<file path="src/rtl/instruction_fetch_unit.sv">
// Instruction fetch unit: holds the PC, fetches one word at a time from a
// variable-latency instruction memory (single outstanding request) and
// presents it to IF/ID, inserting NOP bubbles and flushing on redirects.
module instruction_fetch_unit #(
    parameter logic [31:0] RESET_PC = 32'h0000_0000
) (
    input  logic        Clk,
    input  logic        Reset_n,
    output logic        IMem_Req,
    output logic [31:0] IMem_Addr,
    input  logic        IMem_Rvalid,
    input  logic [31:0] IMem_Rdata,
    input  logic        IF_ID_pipeline_stall,
    input  logic        Branch_Taken,
    input  logic [31:0] Branch_Target,
    output logic [31:0] Instruction_IF,
    output logic [31:0] PC_Plus_4_IF,
    output logic        Fetch_Valid
);

    typedef enum logic [2:0] {
        S_RST,
        S_REQ,
        S_WAIT,
        S_DRAIN,
        S_VALID
    } state_t;

    state_t      state_q, state_d;
    logic [31:0] pc_q, pc_d;
    logic [31:0] buf_q, buf_d;
    logic [31:0] pc_inc;
    logic [31:0] tgt_aligned;

    assign pc_inc       = pc_q + 32'd4;
    assign tgt_aligned  = Branch_Target & ~32'h3;
    assign PC_Plus_4_IF = pc_inc;

    // State, PC and instruction buffer registers
    always_ff @(posedge Clk or negedge Reset_n) begin
        if (!Reset_n) begin
            state_q <= S_RST;
            pc_q    <= RESET_PC;
            buf_q   <= '0;
        end else begin
            state_q <= state_d;
            pc_q    <= pc_d;
            buf_q   <= buf_d;
        end
    end

    // Next-state and output decode; a redirect wins in every state but S_RST
    always_comb begin
        state_d        = state_q;
        pc_d           = pc_q;
        buf_d          = buf_q;
        IMem_Req       = 1'b0;
        IMem_Addr      = pc_q & ~32'h3;
        Instruction_IF = '0;
        Fetch_Valid    = 1'b0;
        unique case (state_q)
            S_RST: begin
                state_d = S_REQ;
            end
            S_REQ: begin
                if (Branch_Taken) begin
                    pc_d = tgt_aligned;
                end else begin
                    IMem_Req = 1'b1;
                    state_d  = S_WAIT;
                end
            end
            S_WAIT: begin
                if (Branch_Taken) begin
                    // A response landing with the redirect is stale; otherwise
                    // it is still in flight and must be drained first.
                    pc_d    = tgt_aligned;
                    state_d = IMem_Rvalid ? S_REQ : S_DRAIN;
                end else if (IMem_Rvalid) begin
                    buf_d   = IMem_Rdata;
                    state_d = S_VALID;
                end
            end
            S_DRAIN: begin
                if (Branch_Taken) pc_d = tgt_aligned;
                if (IMem_Rvalid) state_d = S_REQ;
            end
            S_VALID: begin
                if (Branch_Taken) begin
                    pc_d    = tgt_aligned;
                    state_d = S_REQ;
                end else begin
                    Instruction_IF = buf_q;
                    Fetch_Valid    = 1'b1;
                    if (!IF_ID_pipeline_stall) begin
                        // Consumed: fetch the next sequential word immediately.
                        pc_d      = pc_inc;
                        IMem_Req  = 1'b1;
                        IMem_Addr = pc_inc & ~32'h3;
                        state_d   = S_WAIT;
                    end
                end
            end
            default: state_d = S_RST;
        endcase
    end

endmodule

</file>
<file path="config.mk">
export PLATFORM = sky130hd
export DESIGN_NAME = instruction_fetch_unit
export DESIGN_NICKNAME = d
export VERILOG_FILES = /design/src/rtl/instruction_fetch_unit.sv
export SDC_FILE = /design/constraint.sdc
export NUM_CORES = 1
export LEC_CHECK = 0
export ABC_AREA = 1
export CORE_UTILIZATION = 49
export CTS_CLUSTER_SIZE = 20
export DETAILED_ROUTE_END_ITERATION = 16
export PLACE_DENSITY = 0.95
export SYNTH_ARGS = -nofsm -noshare
export SYNTH_HDL_FRONTEND = slang
export SYNTH_SLANG_ARGS = --single-unit
</file>
<file path="constraint.sdc">
create_clock -name Clk -period 4.31 [get_ports Clk]
set_clock_uncertainty 0.05 [all_clocks]
set_input_delay 0.862 -clock Clk [delete_from_list [all_inputs] [get_ports Clk]]
set_output_delay 0.862 -clock Clk [all_outputs]
set_load 0.02 [all_outputs]
</file>
======== Word level (Yosys, flattened, before mapping) ========
Cells that the tools add are included.
cells by class
  reduce and logical (&&, ||, !) cells .... 6
  add/sub/neg operators ................... 1
  eq/ne operators ......................... 9
  bitwise logic cells ..................... 1
  multiplexer cells ....................... 22
operators by type and width
  kind                                                             count
  32-bit two-way mux                                               8
  32-bit one-hot mux with 2 select lines                           1
  32-bit by 3-bit adder with 32-bit output, second input constant  1
  3-bit two-way mux                                                6
  3-bit one-hot mux with 5 select lines                            1
  3-bit by 2-bit == test with 1-bit output, second input constant  2
  3-bit != test, second input constant                             2
  3-bit AND reduction                                              2
  1-bit two-way mux                                                4
  2-bit != test, second input constant                             2
  4-bit AND reduction                                              1
  3-bit by 1-bit == test with 1-bit output, second input constant  1
  3-bit == test, second input constant                             1
  3-bit zero test                                                  1
  3-bit OR reduction                                               1
  2-bit two-way mux                                                1
  2-bit by 1-bit != test with 1-bit output, second input constant  1
  1-bit one-hot mux with 2 select lines                            1
  2-bit nonzero test                                               1
  1-bit NOT                                                        1
storage, ports and cells
  bits in registers ....................... 67
  logic and storage cells ................. 42
  output and inout bits ................... 98

======== Logic depth before layout (Yosys ltp) ========
Gate-level depths: netlist of run 1.
  word-level depth ........................ 4
  gate-level depth with buffers ........... 10
  depth with buffers taken out ............ 10

======== Least setup slack after synthesis of run 1 ========
OpenSTA, ideal clock, no wires.
  path type ............................... in2out
  start point ............................. in Branch_Taken
  end point ............................... out IMem_Addr[12]
  buffers on the path ..................... 1
  cell stages on the path ................. 4
  setup slack ............................. 1,637 ps
  data arrival time ....................... 1,761 ps
  path through ............................ nor2_4 -> nand2_4 -> buf_2 -> o21ai_0
on the way
  word-level cells in the longest chain between the ends .. 2
ends and longest elaborated chain
  item                RTL line  RTL
  from (decl)         14        input logic Branch_Taken,
  32-bit two-way mux  89        if (Branch_Taken) begin
  32-bit two-way mux  61        unique case (state_q)
  to (decl)           10        output logic [31:0] IMem_Addr,
No other way between the ends.

======== Final worst setup path of run 1 ========
  start point ............................. in Branch_Taken
  end point ............................... out IMem_Addr[23]
Same word-level chain as after synthesis.

==> reports/summary.txt, run 1 <==
FP Rows - 34
Vias in the first global route - 4882
Final ANT Viol Nets - 0
Critical Path RT - 3400 ps
Reg power frac - 30.4%
Tmin final - 3870 ps
Most common cell after layout, fill and taps aside - nand2_1
R2R cell count - 7
PwrDens - 635 mW/mm^2
Final Cell Area - 0.00628 mm^2
Total CTS buffers - 9
Hold-fix buffers at CTS - 0
Sequential-to-total area share from yosys stat - 36.6%
Syn Area/Cell - 6.86 um^2
Die W - 97.2 um
Antenna diode count - 0
Fin util - 71.7%
Root buffer cell - clkbuf_8
# nets final - 867
Quantity of gates resized following cts - 0
Final HPWL DP - 9.92 mm
Initial Utilization - 50.7%
Synth Cell Area - 0.00444 mm^2
CTS max path bufs - 2
Status - finished, final reports clean
Worst VDD drop - 289 uV
Total clock sinks - 65
Post-Syn Instances - 647
GRT Util Overall - 28.9%
Maximum fanout along the worst path - 30
Worst-margin pin slew - 686 ps
Int Power - 0.00220 W
Critical path class - in2out
Highest routed layer - met4
Reg2reg end - pc_q[14]
Switching share of power - 44.9%
Setup TNS Final - 0 ps
Netlist cell types - 30
Die area - 0.00945 mm^2
Max-cap violations - 0
Clock power share - 14.7%
DRC violations left - 0
Register bit count reported by yosys - 65
Largest net degree at the start of global routing - 50
Most frequent cells in the layout - nand2_1 (211), clkdlybuf4s50_1 (159), nor2_1 (109), dfrtp_1 (65), inv_1 (46)
Clock transition at the registers of the reported paths - 80 ps
Final Hold Vio Count - 0
Leakage - 2.70 nW
Setup violators final - 0
CP startpoint - Branch_Taken
Port Buffers - 160
Initial antenna violation count - 0
Met3 wire length - 1.14 mm
Setup Buffers After CTS - 0
First-pass GRT wire length - 22.3 mm
CTS tree - built
RSZ-0062 raised after global routing - no
Num ports - 167
Worst setup EP type - output port
Layout area overhead - 41.5%
Crit share post-route - 89.9%
Htree depth - 3
Number of detailed-route iterations in the first pass - 6
Met1 WL - 5.23 mm
Crit path to - IMem_Addr[23]
Via count - 4909
Post-synth EDFFs - 0
Area post-placement - 0.00606 mm^2
R2R Setup Slk - 1970 ps
Vias/cell - 5.39
Reg-to-reg startpoint - state_q[0]
Comb pwr share - 54.9%
Asr flop ratio synth - 100%
Main flop type after synthesis - dfrtp_1
Startpoint types - primary input
Fill count - 674
Core area - 0.00876 mm^2
Routability cong. - 0.889
Total length of routed wires - 13.5 mm
Max-slew violations - 0
WP data arrival - 2960 ps
Fmax - 258 MHz
Total gr overflow - 0
Met2 wire len - 6.71 mm
Share of cells above drive strength 1 - 9.60%
Wire per inst - 14.8 um
HP Class - reg2reg
Chip Height - 97.2 um
Rel. slew slack - 54.3%
Yosys warning count - 0
Switch Pwr - 0.00179 W
Total power - 0.00399 W
Clk Latency, worst-skew pair - 350 ps
Initial drt markers - 352
metal layers:
layer / vias to the layer above / global-route usage, %
met5: - / 0
met4: 0 / 12.9
li1: 2331 / -
met3: 51 / 6.04
met2: 279 / 51.1
met1: 2248 / 33.7
cell families (layout without fill, tap and decap cells):
family,Yosys count,in the layout,synth area share (%)
flip-flops,65,65,36.6
XOR/XNOR,13,13,2.56
other,1,4,0.0844
adder cells (fa/ha/maj),1,1,0.282
AO/OA/AOI/OAI,74,74,8.68
AND/OR/NAND/NOR,382,382,35.9
multiplexers,32,32,8.12
buffers and inverters,79,231,7.78
through the flow:
stage / hold WS [ps] / setup WS (ps) / cells
final: 446 / 436 / 910
after global routing: 470 / 253 / 910
after CTS: 451 / 419 / 910
after detailed placement: 432 / 419 / 894
after global placement: 425 / 520 / 894
after floorplan: 415 / 1640 / 650
state kept, by name (all words and copies together), names as in the netlist:
register  count
state_q       3
pc_q         30
buf_q        32
final cells by class:
type,instances,area [um^2],area share (%)
flip-flops and latches,65,1630,25.9
inverters,50,188,2.99
repair buffers,165,1630,26.0
clock inverters,6,92.6,1.47
multi-input cells,506,2480,39.5
clock buffers,10,128,2.03
well taps,108,135,2.15
Yosys cell counts, drive strengths merged, types with 4 or more instances:
cell type,count,area share [%]
a21oi,16,1.8
buf,25,3.2
clkbuf,4,0.34
dfrtp,65,37
inv,50,4.2
mux2,32,8.1
nand2,221,19
nand3,30,3.4
nor2,125,12
o21ai,48,5.4
o22ai,7,0.99
xor2,13,2.6
power groups by stage:
stage	Clock [W]	Sequential (W)	Combinational [W]
floorplan	0	0.00111	0.00133
global placement	0	0.00117	0.00209
detailed placement	0	0.00120	0.00217
CTS	0.000587	0.00120	0.00218
global route	0.000615	0.00125	0.00237
finish	0.000586	0.00121	0.00219
worst min path at each step:
stage               slack [ps]  depth (start not counted)        end       from
finish                     450                          1  buf_q[20]  buf_q[20]
global route               470                          1  buf_q[17]  buf_q[17]
CTS                        450                          1  buf_q[20]  buf_q[20]
detailed placement         430                          1  buf_q[20]  buf_q[20]
global placement           430                          1  buf_q[16]  buf_q[16]
floorplan                  410                          1  buf_q[15]  buf_q[15]
critical path, stage by stage:
cell and delay, ps:
clkdlybuf4s50_1 510, nor2_4 190, nand2_4 170, inv_2 400, nand2_1 90, o21ai_0 100, clkdlybuf4s50_1 650
(Power assumes the default switching activity.)
==> run 2, diff against run 1 <==
--- a/config.mk
+++ b/config.mk
@@ -9,6 +9,7 @@
 export CORE_UTILIZATION = 49
 export CTS_CLUSTER_SIZE = 20
 export DETAILED_ROUTE_END_ITERATION = 16
+export GPL_TIMING_DRIVEN = 0
 export PLACE_DENSITY = 0.95
 export SYNTH_ARGS = -nofsm -noshare
 export SYNTH_HDL_FRONTEND = slang
==> run 2 against run 1 <==
Against the previous run:
- utilization up 1.5 points
- via count up 2.0%
- sequential cell count unchanged
- routed wire length up 7.3%
- cell count up 2.6%
- register-to-register slack better by 380 ps
- global-route usage up 2.5 points
- hold slack better by 5.6 ps
- sequential power about the same
- highest routed layer unchanged
==> reports/summary.txt, run 2 (synthesis results as in run 1) <==
Max reg flops - 32
Hold Path Depth - 1
CTS max path bufs - 2
Die area - 0.00945 mm^2
Port Buffers - 160
Crit share post-route - 89.8%
CTS tree - built
R2R cell count - 9
Vias/cell - 5.36
Initial Utilization - 50.7%
Initial antenna violation count - 0
Setup Buffers After CTS - 0
Worst path bufs/invs - 4
Core area - 0.00876 mm^2
Max-cap violations - 0
Vias in the first global route - 4974
First-pass GRT wire length - 23.7 mm
Leakage - 2.79 nW
Root buffer cell - clkbuf_8
Critical path, cell by cell - clkdlybuf4s50_1 -> nor2_4 -> nand2_4 -> inv_2 -> clkbuf_1 -> o21ai_0 -> clkdlybuf4s50_1
Most common cell after layout, fill and taps aside - nand2_1
Tmin final - 3870 ps
Max-slew violations - 0
FP Rows - 34
Largest regs - buf_q (32), pc_q (30), state_q (3)
PwrDens - 630 mW/mm^2
Chip Height - 97.2 um
Fmax - 258 MHz
Clock transition at the registers of the reported paths - 80 ps
Final HPWL DP - 11.0 mm
CP max stage delay - 580 ps
Initial drt markers - 375
# nets final - 891
Quantity of gates resized following cts - 0
Wire per inst - 15.5 um
Routability cong. - 0.904
Number of detailed-route iterations in the first pass - 5
Clk Latency, worst-skew pair - 360 ps
Setup violators final - 0
GRT Util Overall - 31.4%
HP Class - reg2reg
Num ports - 167
Total gr overflow - 0
Setup TNS Final - 0 ps
Fill count - 678
WP data arrival - 2960 ps
Largest net degree at the start of global routing - 66
Total length of routed wires - 14.5 mm
DRC violations left - 0
Total CTS buffers - 9
Antenna diode count - 0
Hold-fix buffers at CTS - 0
Via count - 5006
WP depth - 7
Critical path class - in2out
CP max stage cell - clkdlybuf4s50_1
Most frequent cells in the layout - nand2_1 (211), clkdlybuf4s50_1 (159), nor2_1 (109), dfrtp_1 (65), inv_1 (46)
Die W - 97.2 um
Layout area overhead - 44.5%
Worst setup EP type - output port
Worst-margin pin slew - 854 ps
Maximum fanout along the worst path - 10
Top delay family on crit path - buffers and inverters
RSZ-0062 raised after global routing - no
Final Hold Vio Count - 0
Startpoint types - primary input
Final ANT Viol Nets - 0
Largest Register - buf_q
Total power - 0.00404 W
Worst VDD drop - 313 uV
Total clock sinks - 65
Critical Path RT - 3400 ps
Share of cells above drive strength 1 - 11.4%
Most frequent CP cell - clkdlybuf4s50_1
Rel. slew slack - 43.1%
Status - finished, final reports clean
Htree depth - 3
==> run 2: final timing paths <==
check,slack [ps],endpoint,startpoint
worst max-delay path,440,IMem_Addr[30],Branch_Taken
worst min-delay path,450,buf_q[16],buf_q[16]
worst max register to register,2350,pc_q[16],pc_q[3]
worst min register to register,450,buf_q[16],buf_q[16]
max in group asynchronous,3100,buf_q[10],Reset_n
min in group asynchronous,560,pc_q[9],Reset_n
==> run 2: routing by layer <==
metal	track usage (%)	share of wire (%)	up-vias
li1	-	-	2387
met1	35.3	37	2314
met2	56.1	50	263
met3	8.06	9.5	42
met4	13.4	3.4	0
met5	0	0	-
==> run 2: area by class of cell <==
| type | count | area, um^2 | share of cell area, % |
|---|---|---|---|
| inverter | 50 | 188 | 2.93 |
| clock buffer | 10 | 138 | 2.15 |
| clock inverter | 6 | 91.3 | 1.42 |
| tap | 108 | 135 | 2.11 |
| sequential | 65 | 1630 | 25.4 |
| timing repair buffer | 160 | 1600 | 24.9 |
| multi-input combinational | 506 | 2480 | 38.7 |
| buffer | 29 | 158 | 2.46 |
==> run 2: report_power, final <==
| part | internal, W | switching [W] | total [W] |
|---|---|---|---|
| registers | 0.000909 | 0.000286 | 0.00119 |
| logic | 0.000982 | 0.00125 | 0.00223 |
| clock network | 0.000342 | 0.000272 | 0.000614 |
==> run 2: worst reg2reg max path: cells and delay by family, from the launching register on <==
family                     cells  cell delay (ps)
AOI/OAI and AO/OA              1              130
DFF                            1              420
adders and majority gates      1              250
and+or+nand+nor                7             1020
==> run 2: through the flow <==
step	worst slack [ps]	utilization, %	hold slack, ps	std cells	instance area, um^2
finish	439	73.2	452	934	6410
global route	322	73.2	477	934	6410
CTS	503	73.2	457	934	6410
detailed placement	508	70.6	437	918	6190
global placement	106	70.6	425	918	6190
floorplan	1640	-	415	650	4450
==> run 3, diff against run 2 <==
--- a/config.mk
+++ b/config.mk
@@ -10,6 +10,7 @@
 export CTS_CLUSTER_SIZE = 20
 export DETAILED_ROUTE_END_ITERATION = 16
 export GPL_TIMING_DRIVEN = 0
+export MAX_ROUTING_LAYER = met4
 export PLACE_DENSITY = 0.95
 export SYNTH_ARGS = -nofsm -noshare
 export SYNTH_HDL_FRONTEND = slang
==> run 3 against run 2 <==
Against the previous run:
- sequential power about the same
- combinational power about the same
- cell count unchanged
- final area decreased by 0.14%
- fmax decreased by 0.57%
- register-to-register slack improved by 90 ps
- hold slack got worse by 0.90 ps
- largest cell class unchanged
- highest routed layer unchanged
==> reports/summary.txt, run 3 (synthesis results as in run 1) <==
Largest net degree at the start of global routing - 66
Via count - 5064
Total gr overflow - 0
Antenna diode count - 0
Tmin final - 3890 ps
Max-slew violations - 0
Final Hold Vio Count - 0
DRC violations left - 0
Wire per inst - 15.8 um
Crit share post-route - 90.3%
Root buffer cell - clkbuf_8
Share of cells above drive strength 1 - 11.3%
Largest Register - buf_q
Worst-margin pin slew - 862 ps
Rel. slew slack - 42.5%
Fmax - 257 MHz
Max reg flops - 32
Most common cell after layout, fill and taps aside - nand2_1
Initial Utilization - 50.7%
FP Rows - 34
Leakage - 2.78 nW
Critical path class - in2out
Port Buffers - 160
CP startpoint - Branch_Taken
# nets final - 891
Total clock sinks - 65
Setup Buffers After CTS - 0
Num ports - 167
Hold-fix buffers at CTS - 0
Reg2reg end - pc_q[16]
Die W - 97.2 um
CTS tree - built
WP data arrival - 2980 ps
Max-cap violations - 0
Setup TNS Final - 0 ps
CTS max path bufs - 2
Total length of routed wires - 14.7 mm
Reg-to-reg startpoint - pc_q[3]
Quantity of gates resized following cts - 0
GRT Util Overall - 33.2%
Clk Latency, worst-skew pair - 350 ps
Worst VDD drop - 304 uV
Die area - 0.00945 mm^2
PwrDens - 629 mW/mm^2
Largest regs - buf_q (32), pc_q (30), state_q (3)
Vias/cell - 5.42
Crit path to - IMem_Addr[29]
Most frequent cells in the layout - nand2_1 (211), clkdlybuf4s50_1 (159), nor2_1 (109), dfrtp_1 (65), inv_1 (46)
RSZ-0062 raised after global routing - no
R2R Setup Slk - 2440 ps
Chip Height - 97.2 um
HP Class - reg2reg
Routability cong. - 0.916
Startpoint types - primary input
Vias in the first global route - 5106
Number of detailed-route iterations in the first pass - 5
Initial antenna violation count - 0
First-pass GRT wire length - 24.3 mm
Final ANT Viol Nets - 0
Status - finished, final reports clean
Initial drt markers - 434
Htree depth - 3
Clock transition at the registers of the reported paths - 80 ps
R2R cell count - 9
Total CTS buffers - 9
Layout area overhead - 44.3%
Fin util - 73.1%
Worst setup EP type - output port
Setup violators final - 0
Final HPWL DP - 11.0 mm
Maximum fanout along the worst path - 10
Critical Path RT - 3400 ps
Core area - 0.00876 mm^2
==> run 3: how the worst min path moves through the flow <==
stage                          from        end  slack, ps  cells after the start
after floorplan           buf_q[15]  buf_q[15]        410                      1
after global placement    buf_q[19]  buf_q[19]        420                      1
after detailed placement  buf_q[20]  buf_q[20]        430                      1
after CTS                 buf_q[20]  buf_q[20]        450                      1
after global routing      buf_q[24]  buf_q[24]        470                      1
final                     buf_q[16]  buf_q[16]        450                      1
==> run 3: worst max-delay path: stages <==
cell,delay [ps]
clkdlybuf4s50_1,530
nor2_4,220
nand2_4,130
inv_2,80
clkbuf_1,370
o21ai_0,210
clkdlybuf4s50_1,570
==> run 3: area by class of cell <==
class | instances | area (um^2)
Fill cell | 693 | 2360
Buffer | 29 | 158
Multi-Input combinational cell | 506 | 2480
Inverter | 50 | 188
Timing Repair Buffer | 160 | 1600
Tap cell | 108 | 135
Clock buffer | 10 | 128
Sequential cell | 65 | 1630
Clock inverter | 6 | 92.6
==> run 3: per-layer routing <==
metal | GRT usage [%] | wire [um] | up-vias | share of wire [%]
li1 | - | - | 2385 | -
met1 | 37.6 | 5530 | 2321 | 38
met2 | 57.0 | 7410 | 301 | 50
met3 | 6.26 | 1290 | 57 | 8.7
met4 | 15.2 | 500 | 0 | 3.4
met5 | - | 0 | - | 0
==> run 3: power breakdown <==
group / total (W) / switching, W / internal (W)
registers: 0.00120 / 0.000292 / 0.000909
logic: 0.00223 / 0.00125 / 0.000982
clock network: 0.000593 / 0.000265 / 0.000328
total: 0.00403 / 0.00181 / 0.00222
==> run 3: metrics by stage <==
step / cell area (um^2) / setup slack [ps] / hold WS [ps] / power, W / instances
4_1_cts: 6410 / 458 / 452 / 0.00401 / 934
3_3_place_gp: 6190 / 106 / 425 / 0.00330 / 918
5_1_grt: 6410 / 331 / 472 / 0.00428 / 934
2_1_floorplan: 4450 / 1640 / 415 / 0.00244 / 650
6_report: 6410 / 416 / 451 / 0.00403 / 934
3_5_place_dp: 6190 / 471 / 433 / 0.00341 / 918
